File: config.mk
export PLATFORM = sky130hd
export DESIGN_NAME = md_pad_scanner_flat
export DESIGN_NICKNAME = d
export VERILOG_FILES = /design/src/rtl/md_pad_scanner_pkg.sv /design/src/rtl/md_pad_scanner_if.sv /design/src/rtl/md_pin_sync.sv /design/src/rtl/md_pad_scanner.sv /design/src/flat_wrapper.sv
export SDC_FILE = /design/constraint.sdc
export NUM_CORES = 1
export LEC_CHECK = 0
export CAP_MARGIN = 20
export CELL_PAD_IN_SITES_DETAIL_PLACEMENT = 0
export CELL_PAD_IN_SITES_GLOBAL_PLACEMENT = 1
export CORE_UTILIZATION = 45
export CTS_CLUSTER_DIAMETER = 60
export CTS_CLUSTER_SIZE = 24
export DETAILED_ROUTE_END_ITERATION = 12
export PLACE_DENSITY = 0.86
export SETUP_SLACK_MARGIN = 0.1
export SLEW_MARGIN = 10
export SYNTH_ARGS = -nofsm -noshare
export SYNTH_HDL_FRONTEND = slang
export SYNTH_SLANG_ARGS = --single-unit
File: constraint.sdc
create_clock -name system_clock -period 2.39 [get_ports system_clock]
set_input_delay 0.3585 -clock system_clock [delete_from_list [all_inputs] [get_ports system_clock]]
set_output_delay 0.3585 -clock system_clock [all_outputs]
set_load 0.03 [all_outputs]
File: src/rtl/md_pad_scanner_pkg.sv
// Shared constants and types for the Mega Drive pad scanner.
// Button/pin indices, phase count, FSM states and the frame record.
package md_pad_pkg;

   localparam int unsigned BTN_UP    = 0;
   localparam int unsigned BTN_DOWN  = 1;
   localparam int unsigned BTN_LEFT  = 2;
   localparam int unsigned BTN_RIGHT = 3;
   localparam int unsigned BTN_A     = 4;
   localparam int unsigned BTN_B     = 5;
   localparam int unsigned BTN_C     = 6;
   localparam int unsigned BTN_START = 7;
   localparam int unsigned BTN_X     = 8;
   localparam int unsigned BTN_Y     = 9;
   localparam int unsigned BTN_Z     = 10;
   localparam int unsigned BTN_MODE  = 11;

   localparam int unsigned PIN_D0 = 0;
   localparam int unsigned PIN_D1 = 1;
   localparam int unsigned PIN_D2 = 2;
   localparam int unsigned PIN_D3 = 3;
   localparam int unsigned PIN_TL = 4;
   localparam int unsigned PIN_TR = 5;

   localparam int unsigned NUM_PHASES = 8;
   localparam int unsigned PHASE_W    = $clog2(NUM_PHASES);

   typedef enum logic [1:0] {
      IDLE,
      SCAN,
      COMMIT
   } state_e;

   typedef struct packed {
      logic [11:0] buttons;
      logic        present;
      logic        six;
   } frame_t;

   localparam frame_t FRAME_RESET = '{buttons: 12'hFFF, present: 1'b0, six: 1'b0};

endpackage

File: src/rtl/md_pad_scanner_if.sv
// Connector-side pins and the published button bundle of the pad scanner.
interface md_pad_scanner_if;

   logic [5:0]  md_pins;
   logic        md_th;
   logic [11:0] buttons;
   logic        pad_present;
   logic        is_six;
   logic        frame_strobe;

   modport master (
      input  md_pins,
      output md_th,
      output buttons,
      output pad_present,
      output is_six,
      output frame_strobe
   );

   modport slave (
      output md_pins,
      input  md_th,
      input  buttons,
      input  pad_present,
      input  is_six,
      input  frame_strobe
   );

endinterface

File: src/rtl/md_pin_sync.sv
// Two-flop synchronizer for asynchronous pad pins; resets to all ones (released).
module md_pin_sync #(
   parameter int unsigned WIDTH = 6
) (
   input  logic             clk,
   input  logic             rst_n,
   input  logic [WIDTH-1:0] d,
   output logic [WIDTH-1:0] q
);

   logic [WIDTH-1:0] meta_q, meta_d;
   logic [WIDTH-1:0] sync_q, sync_d;

   always_comb begin
      meta_d = d;
      sync_d = meta_q;
   end

   always_ff @(posedge clk) begin
      if (!rst_n) begin
         meta_q <= '1;
         sync_q <= '1;
      end else begin
         meta_q <= meta_d;
         sync_q <= sync_d;
      end
   end

   assign q = sync_q;

endmodule

File: src/rtl/md_pad_scanner.sv
// Mega Drive 3/6-button pad sequencer: walks TH through eight phases, captures
// the pins into a shadow frame and publishes it atomically once per scan.
module md_pad_scanner
   import md_pad_pkg::*;
#(
   parameter int unsigned PHASE_CYCLES = 500,
   parameter int unsigned IDLE_CYCLES  = 100000
) (
   input  logic           system_clock,
   input  logic           reset_n,
   md_pad_scanner_if.master pad
);

   localparam int unsigned CNT_MAX = (IDLE_CYCLES > PHASE_CYCLES) ? IDLE_CYCLES : PHASE_CYCLES;
   localparam int unsigned CNT_W   = $clog2(CNT_MAX);
   localparam logic [CNT_W-1:0]   IDLE_LAST  = CNT_W'(IDLE_CYCLES - 1);
   localparam logic [CNT_W-1:0]   PHASE_LAST = CNT_W'(PHASE_CYCLES - 1);
   localparam logic [PHASE_W-1:0] LAST_PH    = PHASE_W'(NUM_PHASES - 1);

   logic [5:0] pins_s;

   state_e             state_q, state_d;
   logic [CNT_W-1:0]   cnt_q, cnt_d;
   logic [PHASE_W-1:0] phase_q, phase_d;
   logic               th_q, th_d;
   logic               strobe_q, strobe_d;
   frame_t             shadow_q, shadow_d;
   frame_t             out_q, out_d;

   md_pin_sync #(.WIDTH(6)) u_pin_sync (
      .clk   (system_clock),
      .rst_n (reset_n),
      .d     (pad.md_pins),
      .q     (pins_s)
   );

   always_comb begin
      state_d  = state_q;
      cnt_d    = cnt_q;
      phase_d  = phase_q;
      th_d     = th_q;
      strobe_d = 1'b0;
      shadow_d = shadow_q;
      out_d    = out_q;

      case (state_q)
         IDLE: begin
            th_d = 1'b1;
            if (cnt_q == IDLE_LAST) begin
               state_d = SCAN;
               cnt_d   = '0;
               phase_d = '0;
            end else begin
               cnt_d = cnt_q + CNT_W'(1);
            end
         end

         SCAN: begin
            if (cnt_q == PHASE_LAST) begin
               cnt_d = '0;
               case (phase_q)
                  PHASE_W'(0): begin
                     shadow_d.buttons[BTN_UP]    = pins_s[PIN_D0];
                     shadow_d.buttons[BTN_DOWN]  = pins_s[PIN_D1];
                     shadow_d.buttons[BTN_LEFT]  = pins_s[PIN_D2];
                     shadow_d.buttons[BTN_RIGHT] = pins_s[PIN_D3];
                     shadow_d.buttons[BTN_B]     = pins_s[PIN_TL];
                     shadow_d.buttons[BTN_C]     = pins_s[PIN_TR];
                  end
                  PHASE_W'(1): begin
                     shadow_d.buttons[BTN_A]     = pins_s[PIN_TL];
                     shadow_d.buttons[BTN_START] = pins_s[PIN_TR];
                     shadow_d.present = !pins_s[PIN_D2] && !pins_s[PIN_D3];
                  end
                  PHASE_W'(5): begin
                     shadow_d.six = (pins_s[PIN_D3:PIN_D0] == 4'b0000);
                  end
                  PHASE_W'(6): begin
                     shadow_d.buttons[BTN_Z]    = pins_s[PIN_D0];
                     shadow_d.buttons[BTN_Y]    = pins_s[PIN_D1];
                     shadow_d.buttons[BTN_X]    = pins_s[PIN_D2];
                     shadow_d.buttons[BTN_MODE] = pins_s[PIN_D3];
                  end
                  default: ;
               endcase
               if (phase_q == LAST_PH) begin
                  state_d = COMMIT;
                  th_d    = 1'b1;
               end else begin
                  phase_d = phase_q + PHASE_W'(1);
                  // next phase is odd (TH low) exactly when the current one is even
                  th_d    = phase_q[0];
               end
            end else begin
               cnt_d = cnt_q + CNT_W'(1);
            end
         end

         COMMIT: begin
            th_d     = 1'b1;
            strobe_d = 1'b1;
            cnt_d    = '0;
            state_d  = IDLE;
            if (!shadow_q.present) begin
               out_d = FRAME_RESET;
            end else if (!shadow_q.six) begin
               out_d                   = shadow_q;
               out_d.buttons[BTN_X]    = 1'b1;
               out_d.buttons[BTN_Y]    = 1'b1;
               out_d.buttons[BTN_Z]    = 1'b1;
               out_d.buttons[BTN_MODE] = 1'b1;
               out_d.six               = 1'b0;
            end else begin
               out_d = shadow_q;
            end
         end

         default: begin
            state_d = IDLE;
            cnt_d   = '0;
            th_d    = 1'b1;
         end
      endcase
   end

   always_ff @(posedge system_clock) begin
      if (!reset_n) begin
         state_q  <= IDLE;
         cnt_q    <= '0;
         phase_q  <= '0;
         th_q     <= 1'b1;
         strobe_q <= 1'b0;
         shadow_q <= '1;
         out_q    <= FRAME_RESET;
      end else begin
         state_q  <= state_d;
         cnt_q    <= cnt_d;
         phase_q  <= phase_d;
         th_q     <= th_d;
         strobe_q <= strobe_d;
         shadow_q <= shadow_d;
         out_q    <= out_d;
      end
   end

   assign pad.md_th        = th_q;
   assign pad.buttons      = out_q.buttons;
   assign pad.pad_present  = out_q.present;
   assign pad.is_six       = out_q.six;
   assign pad.frame_strobe = strobe_q;

endmodule

File: src/flat_wrapper.sv
// flat-port wrapper written by rule: the top's interface ports become plain ports
module md_pad_scanner_flat import md_pad_pkg::*;
#(
   parameter int unsigned PHASE_CYCLES = 500,
   parameter int unsigned IDLE_CYCLES  = 100000
)
  (system_clock, reset_n, pad_md_pins, pad_md_th, pad_buttons, pad_pad_present, pad_is_six, pad_frame_strobe);
  md_pad_scanner_if pad_i ();
  input  logic system_clock;
  input  logic reset_n;
  input wire logic [$bits(pad_i.md_pins)-1:0] pad_md_pins;
  output wire logic [$bits(pad_i.md_th)-1:0] pad_md_th;
  output wire logic [$bits(pad_i.buttons)-1:0] pad_buttons;
  output wire logic [$bits(pad_i.pad_present)-1:0] pad_pad_present;
  output wire logic [$bits(pad_i.is_six)-1:0] pad_is_six;
  output wire logic [$bits(pad_i.frame_strobe)-1:0] pad_frame_strobe;
  assign pad_i.md_pins = pad_md_pins;
  assign pad_md_th = pad_i.md_th;
  assign pad_buttons = pad_i.buttons;
  assign pad_pad_present = pad_i.pad_present;
  assign pad_is_six = pad_i.is_six;
  assign pad_frame_strobe = pad_i.frame_strobe;
  md_pad_scanner #(.PHASE_CYCLES(PHASE_CYCLES), .IDLE_CYCLES(IDLE_CYCLES)) u_core (.system_clock(system_clock), .reset_n(reset_n), .pad(pad_i));
endmodule
==> results.py, run 1 <==
metrics = {
    "layout": {
        "final_layout_size_suffix_gt1_frac": 0.08974,
        "area_growth_pct": 17.30,
        "regArea_mm2": 0.001281,
        "n_antenna_cell": 0,
        "fillers": 530,
        "fin_area_mm2": 0.003113,
        "multi_input_area_mm2": 0.001260,
        "nets": 321,
    },
    "critical_path": {
        "crit_path_max_fanout": 6,
        "critPathLaunchType": "flop",
        "end_kind": "flop",
        "path_class": "reg -> reg",
        "arrival_ps": 2090,
        "required_ps": 2640,
    },
    "placement": {
        "dp_hpwl_um": 3404,
        "place_area_mm2": 0.002933,
        "io_buffers": 23,
        "routabilityCongestion": 0.7965,
        "dp_slack_ps": 570.3,
    },
    "global_route": {
        "antenna_found_initial": 0,
        "grt.total_usage": 0.1783,
        "first_global_vias": 1858,
        "grt_max_degree": 29,
        "grt-ovfl-total": 0,
        "grt_pass1_wl_um": 8721,
    },
    "sta": {
        "clock_skew_ps": 5.076,
        "slew_headroom": 0.7069,
        "post-route-period-util": 0.7720,
        "setup_tns_ps": 0,
        "tightest_slew_ps": 439.7,
        "drv_slew": 0,
        "fin_crit_ps": 1845,
        "layout_setup_ws_ps": 545.0,
        "fmax_mhz": 542.0,
        "finalSetupViolCount": 0,
        "rsz0062_at_grt": "false",
        "hold_viol": 0,
    },
    "logic_synthesis": {
        "synth_xor_area_frac": 0.03300,
        "async_flop_share": 0,
        "yosysMostFrequentCell": "dfxtp_1",
        "synth_edf_count": 0,
        "synth_top_family_by_area": "simple AND/OR/NAND/NOR gates",
        "syn_nets": 299,
        "yosysWarnings": 0,
        "ys_seq_elements": 64,
        "synth-compound-area-share": 0.1122,
        "synth_fa_ha_area_frac": 0.02829,
        "synth_top_flop_cell": "dfxtp_1",
        "avgSynthCellArea_um2": 9.312,
        "synthCells": 285,
        "synthTopCellsByArea": "dfxtp_1 (48%), nand3_1 (6.4%), o21ai_0 (4.3%)",
        "synth_top_area_share": 0.4828,
        "synthSimpleGateAreaFrac": 0.2900,
        "synth_common_cells": "dfxtp_1 (64), nand3_1 (34), o21ai_0 (23)",
        "synthesis.area_mm2": 0.002654,
        "synth_cell_types": 42,
        "netlist.top_cell.by_area": "dfxtp_1",
        "synth_mux_area_frac": 0.01132,
        "ys_seq_area_frac": 0.4828,
    },
    "power_and_ir_drop": {
        "p_total_mw": 1.991,
        "leakage_nw": 1.108,
        "ir_drop_mv": 0.5219,
        "powerDensity_mw_per_mm2": 639.7,
    },
    "floorplanning": {
        "num_io_pins": 24,
        "die_x_um": 78.80,
        "std_cell_rows": 27,
        "initial_core_util": 0.4732,
        "dieArea_mm2": 0.006209,
        "die_h_um": 78.80,
        "core_mm2": 0.005608,
    },
    "detailed_routing": {
        "via_count": 2078,
        "drt_wl_total_um": 5067,
        "drtPass1Iterations": 4,
        "vias_per_cell": 5.411,
        "drcViolationCount": 0,
        "final_antenna_net_count": 0,
        "first_iter_violations": 88,
        "wl_per_cell_um": 13.20,
    },
    "clock_network": {
        "cts_setup_buffers": 0,
        "ctsResizeCount": 0,
        "clock_latency_ps": 320,
        "clkTransAtPathRegs_ps": 60,
        "tritoncts": "yes",
        "clock_path_buffers": 2,
        "numCtsBuffers": 9,
        "root_buffer": "clkbuf_8",
        "clock_sinks": 64,
        "hold_buffers": 0,
        "htreeDepth": 3,
    },
    "run": {
        "drv_cap": 0,
    },
    "hold_path": {
        "min_path_type": "reg -> reg",
    },
    "run_status": {
        "status": "finished, final reports clean",
    },
}
registers in the layout (all words and copies together) (netlist names):
signal                    flops
u_core.phase_q                3
u_core.u_pin_sync.meta_q      6
u_core.pad.buttons           12
u_core.shadow_q              14
u_core.state_q                2
u_core.pad.md_th              1
u_core.pad.pad_present        1
u_core.cnt_q                 17
u_core.pad.is_six             1
u_core.u_pin_sync.q           6
u_core.pad.frame_strobe       1
logic make-up (layout without fill, tap and decap cells):
logic type | Yosys count | count (layout)
buf+inv | 24 | 51
xor+xnor | 10 | 10
simple gates | 130 | 130
fa+ha+maj | 6 | 6
flops | 64 | 64
compound gates | 48 | 48
mux | 3 | 3
area by class of cell:
type                       instances  area share
sequential                        64      0.4116
multi-input combinational        197      0.4047
timing repair buffer              30     0.09084
clock buffer                      12     0.04341
tap                               72     0.02894
clock inverter                     4     0.01447
inverter                           5    0.006029
critical path: stages, from the launching register on:
cell,delay (ps)
dfxtp_1,350
ha_1,260
and4_1,350
nand2_1,160
or4_1,490
a21oi_1,160
power breakdown:
| group | switching, mW | leakage (nW) | internal (mW) | total, mW |
|---|---|---|---|---|
| Sequential | 0.00835 | 0.520 | 1.08 | 1.09 |
| Clock | 0.376 | 0.0941 | 0.478 | 0.853 |
| Combinational | 0.0253 | 0.494 | 0.0239 | 0.0492 |
| Total | 0.409 | 1.11 | 1.58 | 1.99 |
path summary, 6_finish.rpt:
kind	depth (start not counted)	from	slack [ps]	to
max	5	u_core.cnt_q[0]	550	u_core.cnt_q[16]
min	1	u_core.u_pin_sync.meta_q[0]	410	u_core.u_pin_sync.q[0]
max reg2reg	5	u_core.cnt_q[0]	550	u_core.cnt_q[16]
min reg2reg	1	u_core.u_pin_sync.meta_q[0]	410	u_core.u_pin_sync.q[0]
metal layers:
layer,part of all wire,GRT usage,vias to the layer above
met5,0,0,-
met4,0.013,0.08333,0
met3,0.032,0.03793,9
met2,0.42,0.2487,34
met1,0.53,0.2588,972
li1,-,-,1063
metrics by stage:
step	std cells	hold WS [ps]	utilization
3_3_place_gp	368	391.3	0.5230
3_5_place_dp	368	391.6	0.5230
2_1_floorplan	285	386.3	-
6_report	384	405.8	0.5551
5_1_grt	384	421.6	0.5551
4_1_cts	384	406.3	0.5551
cells in the final DEF (no fill, tap or decap), drive strengths merged, types with 3 or more instances in the layout:
cell type and n:
nand2b 14, or4 4, clkbuf 12, dfxtp 64
buf 7, mux2i 3, a21oi 6, ha 6
and3 5, xor2 8, clkdlybuf4s50 23, nor2 17
clkinv 3, nand3b 11, inv 5, and4 4
o21ai 24, o22ai 5, nand3 34, or3 4
and4bb 3, nand4 6, nand2 18
(Power assumes the default switching activity.)
==> run 2, diff against run 1 <==
--- a/config.mk
+++ b/config.mk
@@ -8,11 +8,11 @@
 export CAP_MARGIN = 20
 export CELL_PAD_IN_SITES_DETAIL_PLACEMENT = 0
 export CELL_PAD_IN_SITES_GLOBAL_PLACEMENT = 1
-export CORE_UTILIZATION = 45
+export CORE_UTILIZATION = 39
 export CTS_CLUSTER_DIAMETER = 60
 export CTS_CLUSTER_SIZE = 24
 export DETAILED_ROUTE_END_ITERATION = 12
-export PLACE_DENSITY = 0.86
+export PLACE_DENSITY = 0.8
 export SETUP_SLACK_MARGIN = 0.1
 export SLEW_MARGIN = 10
 export SYNTH_ARGS = -nofsm -noshare
==> constraint.sdc (replaced) <==
create_clock -name system_clock -period 1.5 [get_ports system_clock]
set_input_delay 0.225 -clock system_clock [delete_from_list [all_inputs] [get_ports system_clock]]
set_output_delay 0.225 -clock system_clock [all_outputs]
set_load 0.03 [all_outputs]
==> results.py, run 2 (synthesis results as in run 1) <==
metrics = {
    "power_and_ir_drop": {
        "powerDensity_mw_per_mm2": 990.4,
        "ir_drop_mv": 0.6136,
        "p_total_mw": 3.694,
        "leakage_nw": 1.387,
    },
    "critical_path": {
        "required_ps": 1800,
        "path_class": "reg -> reg",
        "arrival_ps": 1920,
        "reg2reg_depth": 5,
        "r2r_slack_ps": -130,
        "crit_path_max_fanout": 6,
        "critPathLaunchType": "flop",
        "end_kind": "flop",
    },
    "global_route": {
        "grt_pass1_wl_um": 10010,
        "grt-ovfl-total": 0,
        "grt.total_usage": 0.1788,
        "grt_max_degree": 40,
        "first_global_vias": 2106,
        "antenna_found_initial": 0,
    },
    "detailed_routing": {
        "via_count": 2233,
        "drtPass1Iterations": 9,
        "vias_per_cell": 5.145,
        "final_antenna_net_count": 0,
        "wl_per_cell_um": 13.27,
        "drt_wl_total_um": 5759,
        "first_iter_violations": 152,
        "drcViolationCount": 3,
    },
    "clock_network": {
        "hold_buffers": 0,
        "root_buffer": "clkbuf_8",
        "clock_path_buffers": 2,
        "htreeDepth": 3,
        "numCtsBuffers": 9,
        "tritoncts": "yes",
        "clock_sinks": 64,
        "clock_latency_ps": 350,
        "clkTransAtPathRegs_ps": 80,
    },
    "hold_path": {
        "whs_path_depth": 1,
        "min_path_type": "reg -> reg",
    },
    "layout": {
        "n_antenna_cell": 0,
        "final_layout_size_suffix_gt1_frac": 0.3221,
        "mostFrequentLayoutCells": "dfxtp_1 (53), buf_4 (41), nand3_1 (29), nand2_1 (17), nor2_1 (17)",
        "post-route-util": 0.5775,
        "area_growth_pct": 40.55,
        "fin_area_mm2": 0.003730,
        "largest_reg_flops": 17,
        "final_common_cell": "dfxtp_1",
        "fillers": 567,
        "top_register": "u_core.cnt_q",
        "nets": 366,
    },
    "sta": {
        "drv_slew": 0,
        "layout_setup_ws_ps": -125.7,
        "fin_crit_ps": 1626,
        "finalSetupViolCount": 24,
        "tightest_slew_ps": 414.8,
        "post-route-period-util": 1.084,
        "rsz0062_at_grt": "true",
        "fmax_mhz": 615.1,
        "slew_headroom": 0.7234,
        "clock_skew_ps": 14.06,
        "hold_viol": 0,
        "whs_ps": 409.7,
        "setup_tns_ps": -1210,
    },
    "floorplanning": {
        "core_mm2": 0.006459,
        "dieArea_mm2": 0.007139,
        "die_h_um": 84.49,
        "initial_core_util": 0.4109,
        "num_io_pins": 24,
        "die_x_um": 84.49,
        "std_cell_rows": 29,
    },
    "run": {
        "drv_cap": 0,
    },
    "run_status": {
        "violations": "design-rule violations, negative setup slack",
        "status": "finished, violations left",
    },
    "placement": {
        "io_buffers": 23,
        "routabilityCongestion": 0.8560,
        "place_area_mm2": 0.003321,
        "dp_hpwl_um": 3994,
    },
}
[run 2: changes by cell type in the layout (fill, tap and decap cells not counted), moves of 9 or more]
cell             before  now
buf_4                 7   41
clkdlybuf4s50_1      23    7
dlygate4sd2_1         0   16
dfxtp_1              64   53
o21ai_0              23   12
buf_6                 0   10
dfxtp_2               0    9
o21ai_2               1   10
[run 2: repair_timing]
action | 4_1_cts | 5_1_grt
resized for setup | 48 | 15
setup buffers | 4 | 0
endpoints found under the setup margin | 52 | 41
pin swaps | 19 | 1
gates cloned | 2 | 0
[run 2: final timing paths]
| check | startpoint | end |
|---|---|---|
| setup / recovery | u_core.cnt_q[13] | u_core.shadow_q[1] |
| hold / removal | u_core.u_pin_sync.meta_q[1] | u_core.u_pin_sync.q[1] |
| setup reg to reg | u_core.cnt_q[13] | u_core.shadow_q[1] |
| hold reg to reg | u_core.u_pin_sync.meta_q[1] | u_core.u_pin_sync.q[1] |
[run 2: final cells by class]
type                       count  area (um2)  share of cell area
clock inverter                 7       125.1             0.03355
clock buffer                   9       123.9             0.03321
inverter                       5       18.77            0.005032
multi-input combinational    197        1415              0.3794
timing repair buffer          75       650.6              0.1744
tap                           77       96.34             0.02583
sequential                    64        1300              0.3485
[run 2: critical path, stage by stage, from the launching register on]
cell and delay [ps]:
dfxtp_2 340, nor4_4 310, buf_4 180, nand4_4 140
or4_1 510, nand3_1 100
[run 2: layer usage]
| layer | GRT usage | share of wire |
|---|---|---|
| met3 | 0.04720 | 0.032 |
| met1 | 0.2469 | 0.51 |
| met5 | 0 | 0 |
| met2 | 0.2624 | 0.44 |
| met4 | 0.07858 | 0.020 |
[run 2: through the flow]
| step | setup slack (ps) | std cells |
|---|---|---|
| after floorplan | -38.64 | 285 |
| after global routing | -194.2 | 434 |
| after detailed placement | -114.5 | 412 |
| after CTS | -91.05 | 434 |
| after global placement | -88.15 | 412 |
| final | -125.7 | 434 |
[run 2: power by group]
group,internal (mW),leakage [nW],total [mW],switching [mW]
combinational,0.0599,0.736,0.107,0.0473
clock,1.12,0.125,1.85,0.730
sequential,1.72,0.526,1.73,0.0160
total,2.90,1.39,3.69,0.793
==> run 3, diff against run 2 <==
--- a/config.mk
+++ b/config.mk
@@ -8,11 +8,11 @@
 export CAP_MARGIN = 20
 export CELL_PAD_IN_SITES_DETAIL_PLACEMENT = 0
 export CELL_PAD_IN_SITES_GLOBAL_PLACEMENT = 1
-export CORE_UTILIZATION = 39
+export CORE_UTILIZATION = 45
 export CTS_CLUSTER_DIAMETER = 60
 export CTS_CLUSTER_SIZE = 24
 export DETAILED_ROUTE_END_ITERATION = 12
-export PLACE_DENSITY = 0.8
+export PLACE_DENSITY = 0.86
 export SETUP_SLACK_MARGIN = 0.1
 export SLEW_MARGIN = 10
 export SYNTH_ARGS = -nofsm -noshare
==> constraint.sdc (replaced) <==
create_clock -name system_clock -period 1.9 [get_ports system_clock]
set_input_delay 0.285 -clock system_clock [delete_from_list [all_inputs] [get_ports system_clock]]
set_output_delay 0.285 -clock system_clock [all_outputs]
set_load 0.03 [all_outputs]
==> results.py, run 3 (synthesis results as in run 1) <==
metrics = {
    "critical_path": {
        "critPathLaunchType": "flop",
        "path_class": "reg -> reg",
        "arrival_ps": 1970,
        "required_ps": 2180,
        "end_kind": "flop",
        "crit_path_max_fanout": 6,
    },
    "layout": {
        "mostFrequentLayoutCells": "dfxtp_1 (64), nand3_1 (34), o21ai_0 (23), clkdlybuf4s50_1 (23), nand2_1 (18)",
        "n_antenna_cell": 0,
        "nets": 330,
        "largest_reg_flops": 17,
        "post-route-util": 0.5774,
        "fillers": 514,
        "top_register": "u_core.cnt_q",
        "fin_area_mm2": 0.003238,
        "area_growth_pct": 22.02,
        "final_common_cell": "dfxtp_1",
        "layout.cells.non_filler": 393,
        "final_layout_size_suffix_gt1_frac": 0.1277,
    },
    "global_route": {
        "grt_use_met3": 0.05632,
        "met2_usage": 0.2522,
        "grt-ovfl-total": 0,
        "antenna_found_initial": 0,
        "grt.total_usage": 0.1901,
        "first_global_vias": 1854,
        "grt_busiest_layer": "met1",
        "grt_max_degree": 29,
        "grt_pass1_wl_um": 8887,
        "gr-usage-met1": 0.2746,
    },
    "power_and_ir_drop": {
        "powerDensity_mw_per_mm2": 797.7,
        "power_frac_clock": 0.444,
        "p_total_mw": 2.583,
        "intPower_mw": 2.031,
        "swShare": 0.2136,
        "p_switching_uw": 551.7,
        "seq_power_share": 0.530,
        "leakage_nw": 1.157,
        "ir_drop_mv": 0.5890,
        "power_frac_comb": 0.026,
    },
    "run": {
        "drv_cap": 0,
    },
    "sta": {
        "post-route-period-util": 0.8900,
        "drv_slew": 0,
        "slew_headroom": 0.7291,
        "fin_crit_ps": 1691,
        "setup_tns_ps": 0,
        "rsz0062_at_grt": "false",
        "finalSetupViolCount": 0,
        "clock_skew_ps": 7.165,
        "tightest_slew_ps": 405.7,
        "hold_viol": 0,
        "fmax_mhz": 591.4,
    },
    "placement": {
        "place_area_mm2": 0.002998,
        "dp_hpwl_um": 3626,
        "io_buffers": 23,
        "dp.cells": 375,
        "routabilityCongestion": 0.7769,
    },
    "floorplanning": {
        "std_cell_rows": 27,
        "core_mm2": 0.005608,
        "initial_core_util": 0.4732,
        "die_x_um": 78.80,
        "die_h_um": 78.80,
        "num_io_pins": 24,
        "dieArea_mm2": 0.006209,
    },
    "clock_network": {
        "tritoncts": "yes",
        "clock_path_buffers": 2,
        "numCtsBuffers": 9,
        "clock_latency_ps": 340,
        "htreeDepth": 3,
        "root_buffer": "clkbuf_8",
        "clock_sinks": 64,
        "clkTransAtPathRegs_ps": 70,
    },
    "detailed_routing": {
        "drt_wl_total_um": 5350,
        "via_count": 2136,
        "first_iter_violations": 108,
        "final_antenna_net_count": 0,
        "drcViolationCount": 0,
        "vias_per_cell": 5.435,
        "wl_per_cell_um": 13.61,
        "drtPass1Iterations": 4,
    },
    "run_status": {
        "status": "finished, final reports clean",
    },
    "hold_path": {
        "min_path_type": "reg -> reg",
    },
}
==> run 3: metrics by stage <==
stage	worst slack (ps)	hold slack, ps
2_1_floorplan	283.7	386.3
3_3_place_gp	185.4	392.3
3_5_place_dp	151.9	395.7
4_1_cts	131.0	414.2
5_1_grt	134.5	422.1
6_report	209.0	409.0
==> run 3: power by group through the flow <==
| stage | combinational, mW | sequential, mW | clock [mW] |
|---|---|---|---|
| after floorplan | 0.0392 | 1.40 | 0 |
| after global placement | 0.0670 | 1.40 | 0 |
| after detailed placement | 0.0668 | 1.40 | 0 |
| after CTS | 0.0676 | 1.37 | 1.18 |
| after global routing | 0.0744 | 1.37 | 1.26 |
| final | 0.0666 | 1.37 | 1.15 |
==> run 3: layer usage <==
layer | routed length, um | part of all wire
met1 | 2763 | 0.52
met2 | 2310 | 0.43
met3 | 207 | 0.039
met4 | 70 | 0.013
met5 | 0 | 0
==> run 3: cell type report <==
cell class | count | area, um2 | share of cell area
clock buffer | 11 | 141.4 | 0.04366
clock inverter | 5 | 56.30 | 0.01739
inverter | 5 | 18.77 | 0.005796
multi-input combinational | 197 | 1287 | 0.3976
sequential | 64 | 1281 | 0.3957
tap | 72 | 90.09 | 0.02782
timing repair buffer | 39 | 362.8 | 0.1121
==> run 3: final timing paths <==
check	start	to	slack, ps	cells after the start
max	u_core.cnt_q[0]	u_core.cnt_q[16]	210	5
min	u_core.u_pin_sync.meta_q[0]	u_core.u_pin_sync.q[0]	410	1
max reg2reg	u_core.cnt_q[0]	u_core.cnt_q[16]	210	5
min reg2reg	u_core.u_pin_sync.meta_q[0]	u_core.u_pin_sync.q[0]	410	1
==> run 3: critical path: stages (launching register included) <==
cell     delay (ps)
dfxtp_1         350
ha_1            190
and4_2          320
nand2_1         150
or4_1           490
a21oi_1         140
==> run 3: repair_timing <==
action	in CTS	in global routing
endpoints found under the setup margin	0	18
hold buffers	0	0
buffers inserted	0	2
gates resized for setup	0	4
